===== src/rtl/esp_square_tx.sv =====
`default_nettype none
// ============================================================================
//  Module      : esp_square_tx
//  Description : UART 8N1 transmitter toward the ESP. Each generated target
//                square (latched on salvaNova) is sent as one byte
//                {2'b01, coluna, linha}; enviaFim sends an end-of-game marker
//                byte. Requests land in small holding registers first so they
//                are never lost while a frame is on the line.
//  Revision    : 1.0 - initial release
// ============================================================================
module esp_square_tx #(
  parameter int          CLKS_PER_BIT = 434,
  parameter logic [7:0]  FIM_BYTE     = 8'hFF
) (
  input  logic       clock,
  input  logic       reset,
  input  logic [2:0] linhaGerada,
  input  logic [2:0] colunaGerada,
  input  logic       salvaNova,
  input  logic       enviaFim,
  output logic       tx,
  output logic       ocupado,
  output logic       sobrescrito,
  output logic [3:0] db_estado
);

  // Baud counter runs 0..CLKS_PER_BIT-1; keep at least one bit of width.
  localparam int              CNT_W     = (CLKS_PER_BIT > 1) ? $clog2(CLKS_PER_BIT) : 1;
  localparam logic [CNT_W-1:0] BAUD_LAST = CNT_W'(CLKS_PER_BIT - 1);

  // FSM encoding doubles as the hex-display code.
  localparam logic [1:0] S_OCIOSO = 2'd0;
  localparam logic [1:0] S_INICIO = 2'd1;
  localparam logic [1:0] S_DADOS  = 2'd2;
  localparam logic [1:0] S_PARADA = 2'd3;

  logic [1:0]       state;
  logic [1:0]       state_next;

  // Holding registers: one-entry square buffer and the end-of-game flag.
  logic             pend_q_valid;
  logic [7:0]       pend_q_byte;
  logic             pend_f;

  // Serializer datapath.
  logic [7:0]       frame_data;
  logic [CNT_W-1:0] baud_cnt;
  logic [2:0]       bit_idx;
  logic             tx_next;

  logic             bit_done;
  logic             load_sq;
  logic             load_fim;
  logic [7:0]       square_byte;

  // The top two bits 01 keep a square byte distinct from the marker byte.
  assign square_byte = {2'b01, colunaGerada, linhaGerada};

  // End of the current bit period.
  assign bit_done = (baud_cnt == BAUD_LAST);

  // Loading happens only from idle; a pending square wins over the marker.
  assign load_sq  = (state == S_OCIOSO) && pend_q_valid;
  assign load_fim = (state == S_OCIOSO) && !pend_q_valid && pend_f;

  // State register.
  always_ff @(posedge clock) begin
    if (!reset) begin
      state <= S_OCIOSO;
    end else begin
      state <= state_next;
    end
  end

  // Next-state logic: each non-idle state lasts whole bit periods.
  always_comb begin
    state_next = state;
    case (state)
      S_OCIOSO: begin
        if (pend_q_valid || pend_f) begin
          state_next = S_INICIO;
        end
      end
      S_INICIO: begin
        if (bit_done) begin
          state_next = S_DADOS;
        end
      end
      S_DADOS: begin
        if (bit_done && (bit_idx == 3'd7)) begin
          state_next = S_PARADA;
        end
      end
      S_PARADA: begin
        if (bit_done) begin
          state_next = S_OCIOSO;
        end
      end
      default: state_next = S_OCIOSO;
    endcase
  end

  // FSM outputs: line level for the next cycle, busy flag and display code.
  always_comb begin
    tx_next   = 1'b1;
    ocupado   = (state != S_OCIOSO) || pend_q_valid || pend_f;
    db_estado = {2'b00, state};
    case (state)
      S_OCIOSO: tx_next = 1'b1;
      S_INICIO: tx_next = 1'b0;
      S_DADOS:  tx_next = frame_data[bit_idx];
      S_PARADA: tx_next = 1'b1;
      default:  tx_next = 1'b1;
    endcase
  end

  // Request capture. A request always lands in the holding registers; when a
  // square is loaded on the same edge a new one arrives, the new one is kept
  // and nothing counts as overwritten.
  always_ff @(posedge clock) begin
    if (!reset) begin
      pend_q_valid <= 1'b0;
      pend_q_byte  <= 8'h00;
      pend_f       <= 1'b0;
      sobrescrito  <= 1'b0;
    end else begin
      if (salvaNova) begin
        pend_q_valid <= 1'b1;
        pend_q_byte  <= square_byte;
        if (pend_q_valid && !load_sq) begin
          sobrescrito <= 1'b1;
        end
      end else if (load_sq) begin
        pend_q_valid <= 1'b0;
      end

      if (enviaFim) begin
        pend_f <= 1'b1;
      end else if (load_fim) begin
        pend_f <= 1'b0;
      end
    end
  end

  // Baud timing, bit index and frame byte; all held at zero while idle.
  always_ff @(posedge clock) begin
    if (!reset) begin
      baud_cnt   <= '0;
      bit_idx    <= 3'd0;
      frame_data <= 8'h00;
    end else if (state == S_OCIOSO) begin
      baud_cnt <= '0;
      bit_idx  <= 3'd0;
      if (load_sq) begin
        frame_data <= pend_q_byte;
      end else if (load_fim) begin
        frame_data <= FIM_BYTE;
      end
    end else begin
      baud_cnt <= bit_done ? '0 : (baud_cnt + CNT_W'(1));
      if ((state == S_DADOS) && bit_done) begin
        bit_idx <= bit_idx + 3'd1;
      end
    end
  end

  // Registered line driver so the pin never glitches; reset forces idle-high.
  always_ff @(posedge clock) begin
    if (!reset) begin
      tx <= 1'b1;
    end else begin
      tx <= tx_next;
    end
  end

endmodule
`default_nettype wire


===== config.mk =====
export PLATFORM = sky130hd
export DESIGN_NAME = esp_square_tx
export DESIGN_NICKNAME = d
export VERILOG_FILES = /design/src/rtl/esp_square_tx.sv
export SDC_FILE = /design/constraint.sdc
export NUM_CORES = 1
export LEC_CHECK = 0
export ABC_AREA = 1
export CELL_PAD_IN_SITES_DETAIL_PLACEMENT = 1
export CELL_PAD_IN_SITES_GLOBAL_PLACEMENT = 1
export CORE_ASPECT_RATIO = 0.7
export CORE_MARGIN = 3
export CORE_UTILIZATION = 24
export CTS_BUF_LIST = sky130_fd_sc_hd__clkbuf_8
export DETAILED_ROUTE_END_ITERATION = 10
export HOLD_SLACK_MARGIN = 0.03
export PLACE_DENSITY = 0.63
export SLEW_MARGIN = 10
export SYNTH_ARGS = -nofsm -noshare
export SYNTH_HDL_FRONTEND = slang
export SYNTH_SLANG_ARGS = --single-unit
export TNS_END_PERCENT = 50

===== constraint.sdc =====
create_clock -name clock -period 1.7 [get_ports clock]
set_input_delay 0.17 -clock clock [delete_from_list [all_inputs] [get_ports clock]]
set_output_delay 0.17 -clock clock [all_outputs]
set_load 0.1 [all_outputs]

* After elaboration in Yosys (flattened, before gate mapping)
Cells that the tools add are included.
Widths: inputs -> output; s select.
** Storage, ports and cells
- Flip-flop bits (word level) :: 33
- Input bits :: 10
- Output and inout port bits :: 7
- Word-level logic and storage cells :: 58
** Operators by class
- $add $sub $neg :: 2
- $lt $le $gt $ge :: 1
- Equal/unequal tests :: 9
- Muxes and demuxes :: 14
- Bitwise gates (word level) :: 1
- Reduce and logical (&&, ||, !) cells :: 22
** Operators with widths (number)
- $mux 8 :: 2
- $add 9x1->9 const B :: 1
- $eq 9x9->1 const B :: 1
- $mux 2 :: 4
- $pmux 2 s4 :: 1
- $reduce_bool 2->1 :: 4
- $logic_and 1x1->1 :: 6
- $ne 2x2->1 const B :: 3
- $mux 1 :: 5
- $eq 2x2->1 const B :: 2
- $lt 3x4->1 const B :: 1
- $reduce_and 2->1 :: 2
- $reduce_and 4->1 :: 1
- $reduce_or 2->1 :: 2
- $add 3x1->3 const B :: 1
- $bmux 1 s3 :: 1
- $eq 3x3->1 const B :: 1
- $logic_or 1x1->1 :: 3
- $pmux 1 s3 :: 1
- $reduce_or 3->1 :: 1
- $eq 2x1->1 const B :: 1
- $logic_not 1->1 :: 2
- $logic_not 2->1 :: 1
- $ne 2x1->1 const B :: 1
- $not 1->1 :: 1

* Logic depth before layout (Yosys ltp)
- Word-level depth :: 5
- Gate-level depth with buffers :: 10
- Mapped depth without buffers :: 10

* Worst setup path after synthesis
No wires, ideal clock.
- Kind :: register -> output
- Start :: register state[0]
- End :: output ocupado
- Arrival :: 2.211 ns
- Required time :: 1.530 ns
- Setup slack :: -0.681 ns
- Cell stages (with the launch flop) :: 6
- Buffers on the path :: 0
- Path through :: dfxtp_1 > inv_1 > ha_1 > nand2_1 > nor2_1 > inv_1
** Between the ends
- Cells in the longest elaborated chain, start to end :: 3
** RTL lines
- start, declared :: line 37 : logic [1:0] state;
- start signal, assigned :: line 71 : state <= state_next;
- $reduce_bool 2->1 :: line 106 : ocupado = (state != S_OCIOSO) || pend_q_valid || pend_f;
- $logic_or 1x1->1 (2 in a row) :: line 106
- end, declared :: line 22 : output logic ocupado,
Every way passes these cells.

* Worst setup path after layout
Same ends and word-level chain as after synthesis.

==> flow_metrics.tcl <==
set metrics [dict create \
    nNetsFinal 235 \
    ios 17 \
    die_w_um 100 \
    cp_data_arrival_time_ns 1.41 \
    power_density_mw_per_mm2 1540 \
    root_buffer "clkbuf_8" \
    cts_tree "yes" \
    area_growth_pct 24.9 \
    required_ns 1.53 \
    p_leak_nw 0.771 \
    worst-setup-path-type "reg2out" \
    yosysTopAreaCell "dfxtp_1" \
    h-tree-depth 2 \
    startpoint "state[0]" \
    finalHoldViolations 0 \
    drv_slew 0 \
    setup_violations 0 \
    overflow 0 \
    num_rows 23 \
    grt_setup_unrepaired "no" \
    syn_area_mm2 0.00149 \
    dpl_cell_area_mm2 0.00175 \
    start_util 0.253 \
    dieArea_mm2 0.00719 \
    hold_path.class "reg2reg" \
    clk_path_buf_depth 2 \
    fin_cells 291 \
    detail-route-antenna-nets 0 \
    status "complete, no violations" \
    core_mm2 0.00587 \
    gp_congestion 0.697 \
    timing.final.crit_share 0.929 \
    wl_mm 3.17 \
    crit_end "ocupado" \
    drt_pass1_iterations 4 \
    n_antenna_cell 0 \
    routedWlPerCell_um 10.9 \
    ir_worst_vdd_uv 459 \
    grt_max_degree 12 \
    drive_gt1_frac 0.194 \
    timing.rr.start "state[0]" \
    syn_avg_cell_area_um2 7.70 \
    drt-initial-drc-count 31 \
    grt_pass1_wl_mm 5.51 \
    synthCells 193 \
    dpl.cell_count 284 \
    max_freq_mhz 633 \
    cts.sinks 33 \
    ys_top_cells_by_area "dfxtp_1 44%, nor2_1 9.3%, ha_1 7.6%" \
    yosysTopAreaCellShare 0.444 \
    fp.dieH_um 71.8 \
    setup_slack_ns 0.121 \
    yosysWarnings 0 \
    viasPerCell 4.17 \
    grt.total_usage 0.0964 \
    cp-end-kind "primary output" \
    dpl.hpwl_mm 2.46 \
    worstReg2RegEnd "state[0]" \
    design_area_mm2 0.00186 \
    drc_errors 0 \
    post_synth_num_cell_types 27 \
    grt_antenna_before_repair 0 \
    port_buffers 14 \
    final_common_cell "nor2_1" \
    pre_cts_slack_ns 0.240 \
    clk_latency_ns 0.28 \
    post-route-min-period_ns 1.58 \
    fin_tns_setup_ns 0 \
    dr_total_vias 1214 \
    worstRegToRegCells 9 \
    clk_pin_slew_ns 0.07 \
    rrSetupSlack_ns 0.31 \
    grt_pass1_vias 1187 \
    synth_seq_cells 33 \
    mostFrequentLayoutCells "36 x nor2_1, 31 x dfxtp_1, 27 x nand2_1" \
    critPathLaunchType "flop" \
    fin_worst_skew_ns 0.00577 \
    cap_violations 0 \
    ys_seq_area_frac 0.444 \
    worstPathMaxFanout 5 \
    cts_buffers 5 \
]
kinds of logic (layout without fill, tap and decap cells):
group / Yosys count / after routing / synth area share
adder cells (fa/ha/maj): 9 / 9 / 0.0758
AND/OR/NAND/NOR: 93 / 93 / 0.287
buffers and inverters: 29 / 51 / 0.0791
other: 1 / 2 / 0.00252
AO/OA/AOI/OAI: 25 / 25 / 0.0934
XOR/XNOR: 3 / 3 / 0.0177
flip-flops: 33 / 33 / 0.444
Yosys cell counts, drive strengths merged:
library cell and instances:
xor2 2, nand3b 1, clkinv 1, ha 9, inv 24, nand2 32
o21ai 8, nor2 40, o21a 2, nand3 13, conb 1, buf 2
xnor2 1, dfxtp 33, nand4 1, a21oi 8, o22ai 7, clkbuf 2
or2 2, nor3 4
state kept, by name (all words and copies together) (netlist names):
| register | cells |
|---|---|
| pend_q_byte | 7 |
| state | 2 |
| tx | 1 |
| baud_cnt | 9 |
| pend_q_valid | 1 |
| frame_data | 8 |
| sobrescrito | 1 |
| bit_idx | 3 |
| pend_f | 1 |
report_power, final:
part | switching, mW | internal, mW
Sequential | 0.0877 | 0.913
Clock | 0.274 | 0.315
Combinational | 0.864 | 0.404
Total | 1.23 | 1.63
routing by layer:
layer | vias to the layer above | global-route usage | wire [um]
met5 | - | 0 | 0
met4 | 0 | 0.0269 | 25
met3 | 5 | 0.0360 | 171
met2 | 19 | 0.129 | 1220
met1 | 539 | 0.142 | 1760
li1 | 651 | - | -
worst max-delay path, cell delays in order (launching register included):
cell and delay [ns]:
dfxtp_4 0.36, inv_2 0.09, ha_4 0.17, nand2_1 0.10, nor2_4 0.13, clkinvlp_4 0.11, buf_12 0.17
per-stage QoR:
stage               hold slack, ns  total power [mW]  utilization
floorplan                    0.287              1.93            -
global placement             0.446              2.24        0.299
detailed placement           0.450              2.25        0.299
CTS                          0.461              2.90        0.316
global route                 0.467              3.08        0.316
finish                       0.451              2.86        0.316
area by class of cell:
type | instances | area [um^2]
Clock buffer | 6 | 82.6
Clock inverter | 1 | 3.75
Fill cell | 748 | 4010
Inverter | 25 | 98.8
Multi-Input combinational cell | 132 | 732
Sequential cell | 33 | 668
Tap cell | 75 | 93.8
Timing Repair Buffer | 19 | 178
what timing repair did:
action,in CTS,in global routing
endpoints found under the setup margin,1,1
pin swaps,0,0
gates cloned,0,0
hold endpoints to repair,0,0
buffers inserted,0,0
hold buffers,0,0
gates resized for setup,3,2
worst min-delay path by stage:
stage                               from             end  slack, ns  cells past startpoint
after floorplan                 enviaFim          pend_f       0.29                      2
after global placement     frame_data[7]   frame_data[7]       0.45                      2
after detailed placement   frame_data[7]   frame_data[7]       0.45                      2
after CTS                  frame_data[7]   frame_data[7]       0.46                      2
after global routing      linhaGerada[1]  pend_q_byte[1]       0.47                      3
final                      frame_data[7]   frame_data[7]       0.45                      2
(Power assumes the default switching activity.)
